### config.mk
export PLATFORM = sky130hd
export DESIGN_NAME = br_result_update_queue
export DESIGN_NICKNAME = d
export VERILOG_FILES = /design/src/rtl/br_result_update_queue.sv
export SDC_FILE = /design/constraint.sdc
export NUM_CORES = 1
export LEC_CHECK = 0
export CORE_ASPECT_RATIO = 0.6
export CORE_MARGIN = 4
export CORE_UTILIZATION = 58
export DETAILED_ROUTE_END_ITERATION = 6
export DONT_BUFFER_PORTS = 1
export GPL_ROUTABILITY_DRIVEN = 0
export PLACE_DENSITY = 0.76
export SETUP_SLACK_MARGIN = 0.02
export SKIP_LAST_GASP = 1
export SLEW_MARGIN = 20
export SYNTH_ARGS = -nofsm -noshare
export SYNTH_HDL_FRONTEND = slang
export SYNTH_SLANG_ARGS = --single-unit
### constraint.sdc
create_clock -name clk -period 4.81 [get_ports clk]
set_input_delay 0.962 -clock clk [delete_from_list [all_inputs] [get_ports clk]]
set_output_delay 0.962 -clock clk [all_outputs]
set_load 0.01 [all_outputs]
### src/rtl/br_result_update_queue.sv
// br_result_update_queue: in-order queue of resolved branch results feeding the GAp predictor update port.
// Optional same-cycle bypass when empty: define BR_RESULT_UPDATE_QUEUE_BYPASS_EN.
module br_result_update_queue #(
    parameter int DEPTH           = 8,
    parameter int ADDR_WIDTH      = 32,
    parameter int GH_WIDTH        = 10,
    parameter int PHT_ENTRY_WIDTH = 2,
    parameter int BANK_BITS       = 1
) (
    input  logic                           clk,
    input  logic                           rst,
    input  logic [1:0]                     enq_valid,
    output logic                           enq_ready,
    input  logic [2*ADDR_WIDTH-1:0]        enq_addr,
    input  logic [2*GH_WIDTH-1:0]          enq_gh,
    input  logic [2*PHT_ENTRY_WIDTH-1:0]   enq_prev,
    input  logic [1:0]                     enq_taken,
    input  logic [1:0]                     enq_cond,
    input  logic [1:0]                     enq_mispred,
    input  logic                           drain_hold,
    output logic [1:0]                     deq_valid,
    output logic [2*ADDR_WIDTH-1:0]        deq_addr,
    output logic [2*GH_WIDTH-1:0]          deq_gh,
    output logic [2*PHT_ENTRY_WIDTH-1:0]   deq_prev,
    output logic [1:0]                     deq_taken,
    output logic [1:0]                     deq_cond,
    output logic [1:0]                     deq_mispred,
    output logic [$clog2(DEPTH):0]         occupancy,
    output logic                           overflow_err
);

    localparam int PW = $clog2(DEPTH);
    localparam int CW = PW + 1;

    typedef struct packed {
        logic [ADDR_WIDTH-1:0]      addr;
        logic [GH_WIDTH-1:0]        gh;
        logic [PHT_ENTRY_WIDTH-1:0] prev;
        logic                       taken;
        logic                       cond;
        logic                       mispred;
    } entry_t;

    function automatic logic [BANK_BITS-1:0] bank_of(input entry_t e);
        return e.addr[2 +: BANK_BITS];
    endfunction

    // The younger entry may go alongside the older one only if they hit different
    // PHT banks and the older one does not trigger a history recovery.
    function automatic logic pair_ok(input entry_t older, input entry_t younger);
        return (bank_of(older) != bank_of(younger)) && !older.mispred;
    endfunction

    function automatic logic [1:0] popcnt2(input logic [1:0] v);
        return {1'b0, v[0]} + {1'b0, v[1]};
    endfunction

    entry_t        mem_q [DEPTH];
    logic [PW-1:0] head_q, head_d;
    logic [PW-1:0] tail_q, tail_d;
    logic [CW-1:0] count_q, count_d;
    logic          overflow_q, overflow_d;
    entry_t        last0_q, last0_d;
    entry_t        last1_q, last1_d;

    entry_t        in0, in1;
    entry_t        cmp0, cmp1;
    entry_t        cand0, cand1;
    entry_t        out0, out1;
    logic          cand_v0, cand_v1;
    logic          deq_v0, deq_v1;
    logic [1:0]    enq_n, deq_n;
    logic          wr0, wr1;
    logic [PW-1:0] head_p1, tail_p1;

`ifdef BR_RESULT_UPDATE_QUEUE_BYPASS_EN
    logic          byp;
    assign byp = (count_q == '0) && !drain_hold && rst;
`endif

    assign in0 = {enq_addr[0 +: ADDR_WIDTH], enq_gh[0 +: GH_WIDTH],
                  enq_prev[0 +: PHT_ENTRY_WIDTH], enq_taken[0], enq_cond[0], enq_mispred[0]};
    assign in1 = {enq_addr[ADDR_WIDTH +: ADDR_WIDTH], enq_gh[GH_WIDTH +: GH_WIDTH],
                  enq_prev[PHT_ENTRY_WIDTH +: PHT_ENTRY_WIDTH], enq_taken[1], enq_cond[1],
                  enq_mispred[1]};

    // Full/empty decisions use the registered count only, so enq_ready never depends on deq.
    assign enq_ready = (count_q <= CW'(DEPTH - 2));
    assign head_p1   = head_q + PW'(1);
    assign tail_p1   = tail_q + PW'(1);

    always_comb begin
        cmp0  = in0;
        cmp1  = in1;
        if (enq_valid == 2'b10) begin
            cmp0 = in1;
        end
        enq_n = enq_ready ? popcnt2(enq_valid) : 2'd0;
    end

    always_comb begin
        cand0   = mem_q[head_q];
        cand1   = mem_q[head_p1];
        cand_v0 = (count_q != '0);
        cand_v1 = (count_q >= CW'(2));
`ifdef BR_RESULT_UPDATE_QUEUE_BYPASS_EN
        if (byp) begin
            cand0   = cmp0;
            cand1   = cmp1;
            cand_v0 = (enq_n != 2'd0);
            cand_v1 = (enq_n == 2'd2);
        end
`endif
        deq_v0 = cand_v0 && !drain_hold;
        deq_v1 = cand_v1 && !drain_hold && pair_ok(cand0, cand1);
        deq_n  = popcnt2({deq_v1, deq_v0});
    end

    always_comb begin
        wr0 = (enq_n != 2'd0);
        wr1 = (enq_n == 2'd2);
`ifdef BR_RESULT_UPDATE_QUEUE_BYPASS_EN
        // Bypassed lanes skip storage; a held-back lane 1 lands at tail+1, which becomes head.
        if (byp) begin
            wr0 = 1'b0;
            wr1 = (enq_n == 2'd2) && !deq_v1;
        end
`endif
    end

    always_comb begin
        count_d    = count_q + CW'(enq_n) - CW'(deq_n);
        head_d     = head_q + PW'(deq_n);
        tail_d     = tail_q + PW'(enq_n);
        overflow_d = overflow_q | ((|enq_valid) & ~enq_ready);
        last0_d    = deq_v0 ? cand0 : last0_q;
        last1_d    = deq_v1 ? cand1 : last1_q;
    end

    always_ff @(posedge clk or negedge rst) begin
        if (!rst) begin
            head_q     <= '0;
            tail_q     <= '0;
            count_q    <= '0;
            overflow_q <= 1'b0;
            last0_q    <= '0;
            last1_q    <= '0;
        end else begin
            head_q     <= head_d;
            tail_q     <= tail_d;
            count_q    <= count_d;
            overflow_q <= overflow_d;
            last0_q    <= last0_d;
            last1_q    <= last1_d;
        end
    end

    always_ff @(posedge clk) begin
        if (wr0) begin
            mem_q[tail_q] <= cmp0;
        end
        if (wr1) begin
            mem_q[tail_p1] <= cmp1;
        end
    end

    // Idle lanes replay the last payload they carried so nothing undefined reaches the predictor.
    assign out0 = deq_v0 ? cand0 : last0_q;
    assign out1 = deq_v1 ? cand1 : last1_q;

    assign deq_valid    = {deq_v1, deq_v0};
    assign deq_addr     = {out1.addr, out0.addr};
    assign deq_gh       = {out1.gh, out0.gh};
    assign deq_prev     = {out1.prev, out0.prev};
    assign deq_taken    = {out1.taken, out0.taken};
    assign deq_cond     = {out1.cond, out0.cond};
    assign deq_mispred  = {out1.mispred, out0.mispred};
    assign occupancy    = count_q;
    assign overflow_err = overflow_q;

endmodule

==> run metrics, run 1 <==
run status=finished with violations; violated checks=DRC; number of nets in the layout=2061; most instantiated flip-flop cell in the synthesis netlist=edfxtp_1; Post-Place Cell Area=0.02611 mm²; transition time at the pin with the least slew margin=1.053 ns; first-pass detailed-route iteration total=7; CTS tree=done; synth warn=0; wire length of the first global-routing pass=106.3 mm; Critical Setup Path Class=reg2out; number of vias after detailed routing=17210; DPL Wire Length=41.73 mm; data required time of the worst path=3.85 ns; fraction of power consumed by combinational cells=46.6%; mean cell area of the mapped netlist=12.40 µm²; number of instances in the synthesized netlist=2057; insertion delay of the later-clocked pin in the worst-skew pair=0.57 ns; Antenna Violating Nets Remaining=0; final setup skew=0.02920 ns; effective utilization at floorplan=58.75%; switching part of the total power=37.00%; summed instance area of the synthesized netlist=0.02550 mm²; post-DR wirelength/cell=27.26 µm; slew margin rel.=29.56%; arrival time at the worst endpoint=3.64 ns; clock slew at the register clock pins of the worst setup and hold paths=0.07 ns; NetSw=6.669 mW; total global routing track utilization=29.51%; via count of the first global-routing pass=17270; layout overhead on the synthesized area=8.106%; number of library cell types mapped by synthesis=35; Internal Power=11.35 mW; buffers plus inverters on the worst setup path=1; Floorplan Core Area=0.04341 mm²; part of the power in registers=34.0%; number of placement rows=59; number of antenna violations at the first check in global routing=1; Setup Viol. Count Final=0; detailed router's first-iteration violation count=2391; quantity of I/O buffers inserted on ports=0; max-cap viol count=0; summed negative setup slack over all endpoints=0 ns; met3 track demand over resource in global routing=8.323%; Seq/Total Area, Yosys=54.58%; Leak=9.716 nW; most common cell after layout, fill and taps aside=nor2_1; number of design rule violations left after detail routing=1; path type of the worst min-delay path=in2async; number of CTS-inserted buffers=45; critical path fanouts, max=26; most used cells in the layout excluding fill and tap cells=nor2_1, a21oi_1, edfxtp_1, mux4_2, dfrtp_1; setup repair after global routing missed its margin=false; final count of hold timing violations=0; global routing met1 resource utilization=40.75%; startpoint type of the worst setup path=flop; CP delay by family, top=multiplexers; maximum number of pins on one net before global-route repair=135; number of synthesized flops with an enable pin=376; Die Span Y=170.4 µm; Die Area=0.04750 mm²; post-DR vias/cell=6.721; slowest stage delay, CP=0.60 ns; Synth Net Count=2175; Clock Root Buffer=clkbuf_16; clock net sink count=481; layer with the highest usage after global routing=met2; fraction of the cycle the final worst path needs=95.64%; Overflow after GRT=0; buffer levels on the longest clock path=3; number of slew-limit violations in the final report=0; cell-by-cell listing of the critical path=ha_4 > mux4_2 > xor2_1 > nor3_1 > a31oi_1 > and4_4 > buf_12 > mux2_2; final worst path period need=4.600 ns; flops & latches, synth=481; Die Span X=278.7 µm; met2 GRT Util=45.94%; proportion of power drawn by the clock network=19.4%; fraction of layout instances using a drive strength above 1=20.61%; worst-case vdd ir drop=461.6 µV; power per cell area=653.8 mW/mm²; critical-path cell with the highest stage delay=mux4_2; Detailed Route WL=69.79 mm; achievable frequency=217.4 MHz; kind of end point of the critical path=output port; post-synthesis async set-or-reset flop share=21.83%; H-tree levels=2; number of placed I/O pins=201; Finished Cell Area=0.02757 mm²
[kinds of logic after synthesis]
group                    share of synthesized area (%)
AO/OA/AOI/OAI                                    8.989
adder cells (fa/ha/maj)                          1.050
XOR/XNOR                                        0.4121
buffers and inverters                            3.626
multiplexers                                     23.27
AND/OR/NAND/NOR                                  8.071
flip-flops                                       54.58
[sequential cells by signal, summed over array words and instances (netlist names)]
| register | cells |
|---|---|
| mem_q | 376 |
| last1_q | 47 |
| last0_q | 47 |
| head_q | 3 |
| occupancy | 4 |
| tail_q | 3 |
| overflow_err | 1 |
[power groups by stage]
stage	combinational, mW	sequential (mW)	clock (mW)
after floorplan	6.31	6.00	0
after global placement	8.16	6.14	0
after detailed placement	8.33	6.20	0
after CTS	8.39	6.12	3.53
after global routing	8.96	6.22	3.73
final	8.39	6.13	3.50
[worst paths after layout]
kind,end,start,depth (start not counted),slack (ns)
setup / recovery,deq_prev[2],head_q[0],8,0.21
hold / removal,last0_q[2],rst,0,0.09
setup reg to reg,occupancy[3],head_q[0],13,0.59
hold reg to reg,last1_q[24],last1_q[24],1,0.52
max in group asynchronous,head_q[0],rst,0,4.49
min in group clk,last1_q[24],last1_q[24],1,0.52
[worst register-to-register path: cells and delay by family, from the launching register on]
kind | cells | cell delay, ns
adder cells (fa/ha/maj) | 3 | 1.08
AO/OA/AOI/OAI | 2 | 0.34
multiplexers | 2 | 0.82
AND/OR/NAND/NOR | 2 | 0.42
buffers and inverters | 3 | 0.84
flip-flops | 1 | 0.49
XOR/XNOR | 1 | 0.15
[through the flow]
step                      hold WS [ns]  power [mW]  setup slack, ns  utilization [%]  cells
final                          0.08994       18.02           0.2097            63.51   2560
after global placement          0.5108       14.30           0.6626            59.94   2468
after floorplan                 0.4934       12.31          -0.5544                -   2057
after detailed placement        0.5070       14.53           0.6017            60.15   2472
after global routing           0.06386       18.91          0.06904            63.51   2560
after CTS                      0.07485       18.04           0.2188            63.43   2558
[routing by layer]
metal  vias to the layer above  share of wire, %
met3                       169                13
met2                      1184                46
met5                         -                 0
li1                       7429                 -
met1                      8423                37
met4                         0               3.5
[synth_stat cells, types with 15 or more instances]
cell / n / share of area [%]
a21oi_1: 381 / 7.5
a31oi_1: 46 / 1.1
buf_1: 83 / 1.2
buf_2: 22 / 0.43
clkbuf_1: 98 / 1.4
dfrtp_1: 105 / 10
edfxtp_1: 376 / 44
ha_1: 15 / 0.74
inv_1: 18 / 0.26
mux2_2: 63 / 2.8
mux2_4: 29 / 1.7
mux2i_1: 60 / 2.4
mux4_2: 186 / 16
nand2_1: 95 / 1.4
nor2_1: 425 / 6.3
[what timing repair did]
action                     CTS  global route
hold buffers                 0             0
setup endpoints to repair   17             0
setup buffers                2             0
gates resized for setup      0             0
[final cells by class]
type	instances	area, µm²
Inverter	18	67.56
Clock inverter	22	148.9
Sequential cell	481	13930
Antenna cell	1	2.502
Tap cell	579	724.4
Clock buffer	62	1262
Timing Repair Buffer	49	576.8
Multi-Input combinational cell	1348	10860
Fill cell	3162	15840
Note: power is estimated with default switching activity, not from simulation.
==> run 2: changes to the inputs <==
Settings changed: SLEW_MARGIN 20 to 40.
==> run metrics, run 2 (synthesis gave the netlist of run 1 again) <==
total global routing track utilization=29.64% (+0.13 points); DPL Wire Length=42.29 mm (+1.3%); worst r2r dst=occupancy[3]; Critical Setup Path Class=reg2out; number of slew-limit violations in the final report=0 (unchanged); via count of the first global-routing pass=17350 (+0.49%); most used cells in the layout excluding fill and tap cells=nor2_1, a21oi_1, edfxtp_1, mux4_2, dfrtp_1; detailed router's first-iteration violation count=2713 (+13%); Top Metal Used=met5; fraction of layout instances using a drive strength above 1=21.65% (+1.0 points); max reg flops=376 (unchanged); worst-case vdd ir drop=507.6 µV (+10%); fraction of the cycle the final worst path needs=94.16% (-1.5 points); final worst path period need=4.529 ns (-0.07146 ns); Floorplan Core Area=0.04341 mm² (unchanged); transition time at the pin with the least slew margin=0.9533 ns (-0.09928 ns); maximum number of pins on one net before global-route repair=135 (unchanged); Clock Root Buffer=clkbuf_16; Overflow after GRT=0 (unchanged); arrival time at the worst endpoint=3.57 ns (-0.07 ns); reg2reg start=head_q[0]; run status=complete, no violations; CTS tree=done; filler-free cell count of the finished design=2576 (+0.63%); summed negative setup slack over all endpoints=0 ns (unchanged); data required time of the worst path=3.85 ns (about the same); Die Span X=278.7 µm (unchanged); number of placement rows=59 (unchanged); number of vias after detailed routing=17380 (+0.99%); number of nets in the layout=2076 (+0.73%); setup repair after global routing missed its margin=false; clock net sink count=481 (unchanged); max-cap viol count=0 (unchanged); path type of the worst min-delay path=in2async; power per cell area=657.9 mW/mm² (+0.63%); buffer levels on the longest clock path=3 (unchanged); Detailed Route WL=70.68 mm (+1.3%); Die Area=0.04750 mm² (unchanged); insertion delay of the later-clocked pin in the worst-skew pair=0.57 ns (about the same); setup slack, reg-to-reg=0.62 ns (+0.03 ns); quantity of I/O buffers inserted on ports=0 (unchanged); startpoint type of the worst setup path=flop; effective utilization at floorplan=58.75% (unchanged); achievable frequency=220.8 MHz (+1.6%); number of fill cells in the layout=3146 (-0.51%); kind of end point of the critical path=output port; final setup skew=0.03270 ns (+0.003506 ns); number of placed I/O pins=201 (unchanged); logic depth of the worst register-to-register path=14 (+1); slew margin rel.=34.63% (+5.1 points); layout overhead on the synthesized area=9.308%; number of design rule violations left after detail routing=0 (-1); first-pass detailed-route iteration total=6 (-1); post-DR vias/cell=6.745 (+0.36%); Post-Route M1 WL=26.61 mm (+3.3%); final count of hold timing violations=0 (unchanged); H-tree levels=2 (unchanged); Setup Viol. Count Final=0 (unchanged); Die Span Y=170.4 µm (unchanged); register ranked first by flip-flop count=mem_q; Antenna Violating Nets Remaining=0 (unchanged); Leak=9.870 nW (+1.6%); wire length of the first global-routing pass=106.9 mm (+0.60%); clock slew at the register clock pins of the worst setup and hold paths=0.07 ns (about the same); number of CTS-inserted buffers=46 (+2.2%); met2 wire length=33.08 mm (+2.2%); number of antenna violations at the first check in global routing=3 (+2); critical path fanouts, max=26 (unchanged); number of cells after detailed placement=2482 (+0.40%); post-DR wirelength/cell=27.44 µm (+0.65%); most common cell after layout, fill and taps aside=nor2_1; registers with the highest flip-flop counts=mem_q x376, last0_q x47, last1_q x47; wire length on met3=9.032 mm (-2.1%)
run 2: cell types whose count changed in the layout (fill, tap and decap cells not counted), moves of 3 or more:
cell	change
buf_8	+7
clkinv_1	-8
clkbuf_16	+3
clkbuf_8	+5
run 2: worst max path at each step:
stage                  from     endpoint  depth (start not counted)
2_1_floorplan  occupancy[3]  mem_q[4][0]                          6
3_3_place_gp      head_q[0]  deq_cond[1]                          8
3_5_place_dp      head_q[0]  deq_cond[1]                          8
4_1_cts           head_q[0]  deq_cond[1]                          8
5_1_grt           head_q[0]   deq_gh[10]                          8
6_report          head_q[0]  deq_prev[2]                          8
run 2: final cells by class:
cell class                      count  area, µm²  share of cell area, %
Sequential cell                   481      13930                  49.96
Multi-Input combinational cell   1348      10870                  38.98
Clock buffer                       69       1371                  4.920
Timing Repair Buffer               63      780.7                  2.801
Tap cell                          579      724.4                  2.599
Clock inverter                     16      132.6                 0.4758
Inverter                           18      67.56                 0.2424
Antenna cell                        2      5.005                0.01795
run 2: metal layers:
layer,track usage (%),vias up
met5,0,-
met4,8.432,2
met3,6.678,170
met2,47.25,1153
met1,41.88,8588
li1,-,7462
run 2: timing repair:
item                                   in CTS  in global routing
setup endpoints to repair                  17                 17
pin swaps                                   1                  0
gates resized for setup                     0                  0
hold buffers                                0                  0
endpoints found under the hold margin       0                  0
buffers inserted                            2                  0
gates cloned                                0                  1
run 2: report_power, final:
group	internal (mW)	switching (mW)	total, mW
Sequential	5.63	0.468	6.10
Combinational	3.87	4.70	8.57
Clock	2.08	1.59	3.67
run 2: worst max-delay path, stage by stage (launching register included):
cell     delay, ns
dfrtp_4       0.55
ha_4          0.45
mux4_2        0.59
xor2_1        0.17
nor3_1        0.06
a31oi_1       0.14
and4_4        0.34
buf_12        0.23
mux2_2        0.41
run 2: through the flow:
step                hold WS [ns]  total power [mW]  area (µm²)  setup WS, ns  util [%]
finish                   0.08639             18.34       27870        0.2811     64.22
global route             0.06963             19.20       27870        0.1000     64.22
CTS                      0.06890             18.25       27760        0.2621     63.95
detailed placement        0.5070             14.57       26240        0.5933     60.45
global placement          0.5108             14.30       26020        0.6626     59.94
floorplan                 0.4934             12.31       25510       -0.5544         -
==> run 3: changes to the inputs <==
Settings changed: ABC_AREA set to 1.
==> run metrics, run 3 <==
maximum number of pins on one net before global-route repair=236 (+75%); number of library cell types mapped by synthesis=30 (-14%); summed negative setup slack over all endpoints=0 ns (unchanged); detailed router's first-iteration violation count=3501 (+29%); slew margin rel.=41.53% (+6.9 points); critical-path cell with the highest stage delay=inv_1; first-pass detailed-route iteration total=7 (+1); worst-case vdd ir drop=1183 µV (+130%); xor-xnor portion of the synthesized cell area=0.2524% (-0.16 points); post-synthesis async set-or-reset flop share=21.83% (unchanged); startpoint type of the worst setup path=flop; worst r2r dst=occupancy[2]; Seq/Total Area, Yosys=51.05% (-3.5 points); post-CTS sizing=0 (unchanged); registers with the highest flip-flop counts=mem_q x376, last0_q x47, last1_q x47; setup slack, reg-to-reg=0.88 ns (+0.26 ns); arrival time at the worst endpoint=3.51 ns (-0.06 ns); fraction of power consumed by combinational cells=51.9% (+5.2 points); number of antenna violations at the first check in global routing=1 (-2); H-tree levels=2 (unchanged); run status=complete, no violations; Setup Viol. Count Final=0 (unchanged); post-DR wirelength/cell=22.14 µm (-19%); Synth Net Count=3475 (+60%); Worst Hold Margin=0.08069 ns (-0.005707 ns); beginning of the critical path=head_q[1]; Floorplan Core Area=0.04640 mm² (+6.9%); number of placed I/O pins=201 (unchanged); number of nets in the layout=3313 (+60%); Antenna Violating Nets Remaining=0 (unchanged); main combinational cell family by area after synthesis=simple AND/OR/NAND/NOR gates; max reg flops=376 (unchanged); flops & latches, synth=481 (unchanged); buffer levels on the longest clock path=3 (unchanged); CTS tree=done; cell-by-cell listing of the critical path=inv_1 > nand3_1 > nand3_1 > nand2_1 > nand2_2 > buf_4 > nand4_1 > nand2_1; adder-cell share of the synthesized area=0.9821% (-0.068 points); part of the power in registers=29.5% (-3.7 points); fraction of layout instances using a drive strength above 1=4.980% (-17 points); final worst path period need=4.472 ns (-0.05642 ns); number of CTS-inserted buffers=46 (unchanged); number of cells after detailed placement=3776 (+52%); filler-free cell count of the finished design=3863 (+50%); number of synthesized flops with an enable pin=376 (unchanged); number of instances in the synthesized netlist=3357 (+63%); critical path fanouts, max=46 (+77%); total global routing track utilization=32.87% (+3.2 points); post-DR vias/cell=6.248 (-7.4%); clock slew at the register clock pins of the worst setup and hold paths=0.07 ns (about the same); number of placement rows=61 (+3.4%); synthesized-area fraction occupied by ao, oa, aoi and oai cells=19.65% (+11 points); most frequently used cell type in the post-synthesis netlist=nand2_1; Internal Power=10.62 mW (-8.3%); number of design rule violations left after detail routing=0 (unchanged); Leak=12.80 nW (+30%); pre-CTS setup slack=0.8582 ns (+0.2648 ns); mean cell area of the mapped netlist=8.122 µm² (-34%); Final Worst Setup Slack=0.3376 ns (+0.05642 ns); Die Span X=287.9 µm (+3.3%); proportion of power drawn by the clock network=18.5% (-1.5 points); DPL Wire Length=50.21 mm (+19%); max-cap viol count=0 (unchanged); cells taking the most area after synthesis=edfxtp_1, nand2_1, dfrtp_1, o21ai_1, o211ai_1; Die Span Y=175.9 µm (+3.2%); power per cell area=706.2 mW/mm² (+7.4%); effective utilization at floorplan=58.75% (about the same); area fraction in and, or, nand and nor cells after synthesis=19.96% (+12 points); Overflow after GRT=0 (unchanged); multi-input gate area in the final layout=0.01141 mm² (+5.0%); fraction of the cycle the final worst path needs=92.98% (-1.2 points); NetSw=10.05 mW (+49%); synth warn=0 (unchanged); setup repair after global routing missed its margin=false; most instantiated flip-flop cell in the synthesis netlist=edfxtp_1; number of fill cells in the layout=3845 (+22%); reg2reg start=head_q[1]; Clock Root Buffer=clkbuf_16; register ranked first by flip-flop count=mem_q; ranking of synthesized cells by instance count=nand2_1, edfxtp_1, o21ai_1; summed instance area of the synthesized netlist=0.02726 mm² (+6.9%); clock net sink count=481 (unchanged); most used cells in the layout excluding fill and tap cells=nand2_1, edfxtp_1, o21ai_1, inv_1, o21ai_0; largest area contributor in the synthesized netlist=edfxtp_1; antenna diode instance count=0 (-2); Synth top area share=41.41% (-2.9 points); mux cell area share after synthesis=0% (-23 points); post-layout utilization of the core=63.08% (-1.1 points); Critical Setup Path Class=reg2out; FF+latch area=0.01393 mm² (unchanged); most common cell after layout, fill and taps aside=nand2_1; number of buffers inserted by hold repair at cts=0 (unchanged); slowest stage delay, CP=0.66 ns (+0.07 ns); Design Power=20.67 mW (+13%); Die Area=0.05066 mm² (+6.7%); Finished Cell Area=0.02927 mm² (+5.0%); achievable frequency=223.6 MHz (+1.3%); quantity of I/O buffers inserted on ports=0 (unchanged); Post-Place Cell Area=0.02768 mm² (+5.5%); layout overhead on the synthesized area=7.356%; number of slew-limit violations in the final report=0 (unchanged); Detailed Route WL=85.51 mm (+21%); number of vias after detailed routing=24140 (+39%); data required time of the worst path=3.85 ns (about the same); transition time at the pin with the least slew margin=0.8771 ns (-0.07624 ns); final setup skew=0.02486 ns (-0.007839 ns); via count of the first global-routing pass=22770 (+31%); final count of hold timing violations=0 (unchanged); wire length of the first global-routing pass=129.1 mm (+21%); path type of the worst min-delay path=in2async; switching part of the total power=48.62% (+12 points); kind of end point of the critical path=output port; setup repair bufs after CTS=0 (-2); logic depth of the worst register-to-register path=14 (unchanged); insertion delay of the later-clocked pin in the worst-skew pair=0.58 ns (about the same)
## run 3: worst max-delay path by stage
stage | end | slack, ns | depth (start not counted)
3_5_place_dp | occupancy[2] | 0.86 | 15
3_3_place_gp | deq_addr[41] | 0.98 | 10
5_1_grt | deq_addr[38] | 0.10 | 10
4_1_cts | deq_addr[42] | 0.27 | 10
6_report | deq_gh[17] | 0.34 | 8
2_1_floorplan | mem_q[1][0] | -0.96 | 4
## run 3: kinds of logic after synthesis
| family | Yosys count |
|---|---|
| adders and majority gates | 19 |
| buffers and inverters | 535 |
| DFF | 481 |
| AOI/OAI and AO/OA | 952 |
| xor gates and xnor gates | 7 |
| and+or+nand+nor | 1363 |
## run 3: layer usage
metal,GRT usage (%),vias up,part of all wire [%]
met5,0,-,0.015
met4,11.85,2,3.5
met3,7.677,267,14
met2,50.53,1670,44
met1,46.10,11060,39
li1,-,11140,-
## run 3: power groups by stage
stage                     clock network (mW)  logic, mW  registers [mW]
after floorplan                            0       7.33            6.03
after global routing                    4.02       11.6            6.18
after CTS                               3.84       10.4            6.09
after detailed placement                   0       10.4            6.17
final                                   3.83       10.7            6.10
after global placement                     0       10.0            6.14
## run 3: cell type report
cell class / instances / area share [%]
clock buffer: 66 / 4.544
tap: 630 / 2.693
inverter: 270 / 3.497
sequential: 481 / 47.58
clock inverter: 20 / 0.7780
multi-input combinational: 2341 / 38.97
timing repair buffer: 55 / 1.941
## run 3: worst max-delay path, delay by kind of cell, from the launching register on
family	cells	cell delay, ns
buf+inv	2	1.27
simple gates	6	1.02
flops	1	0.63
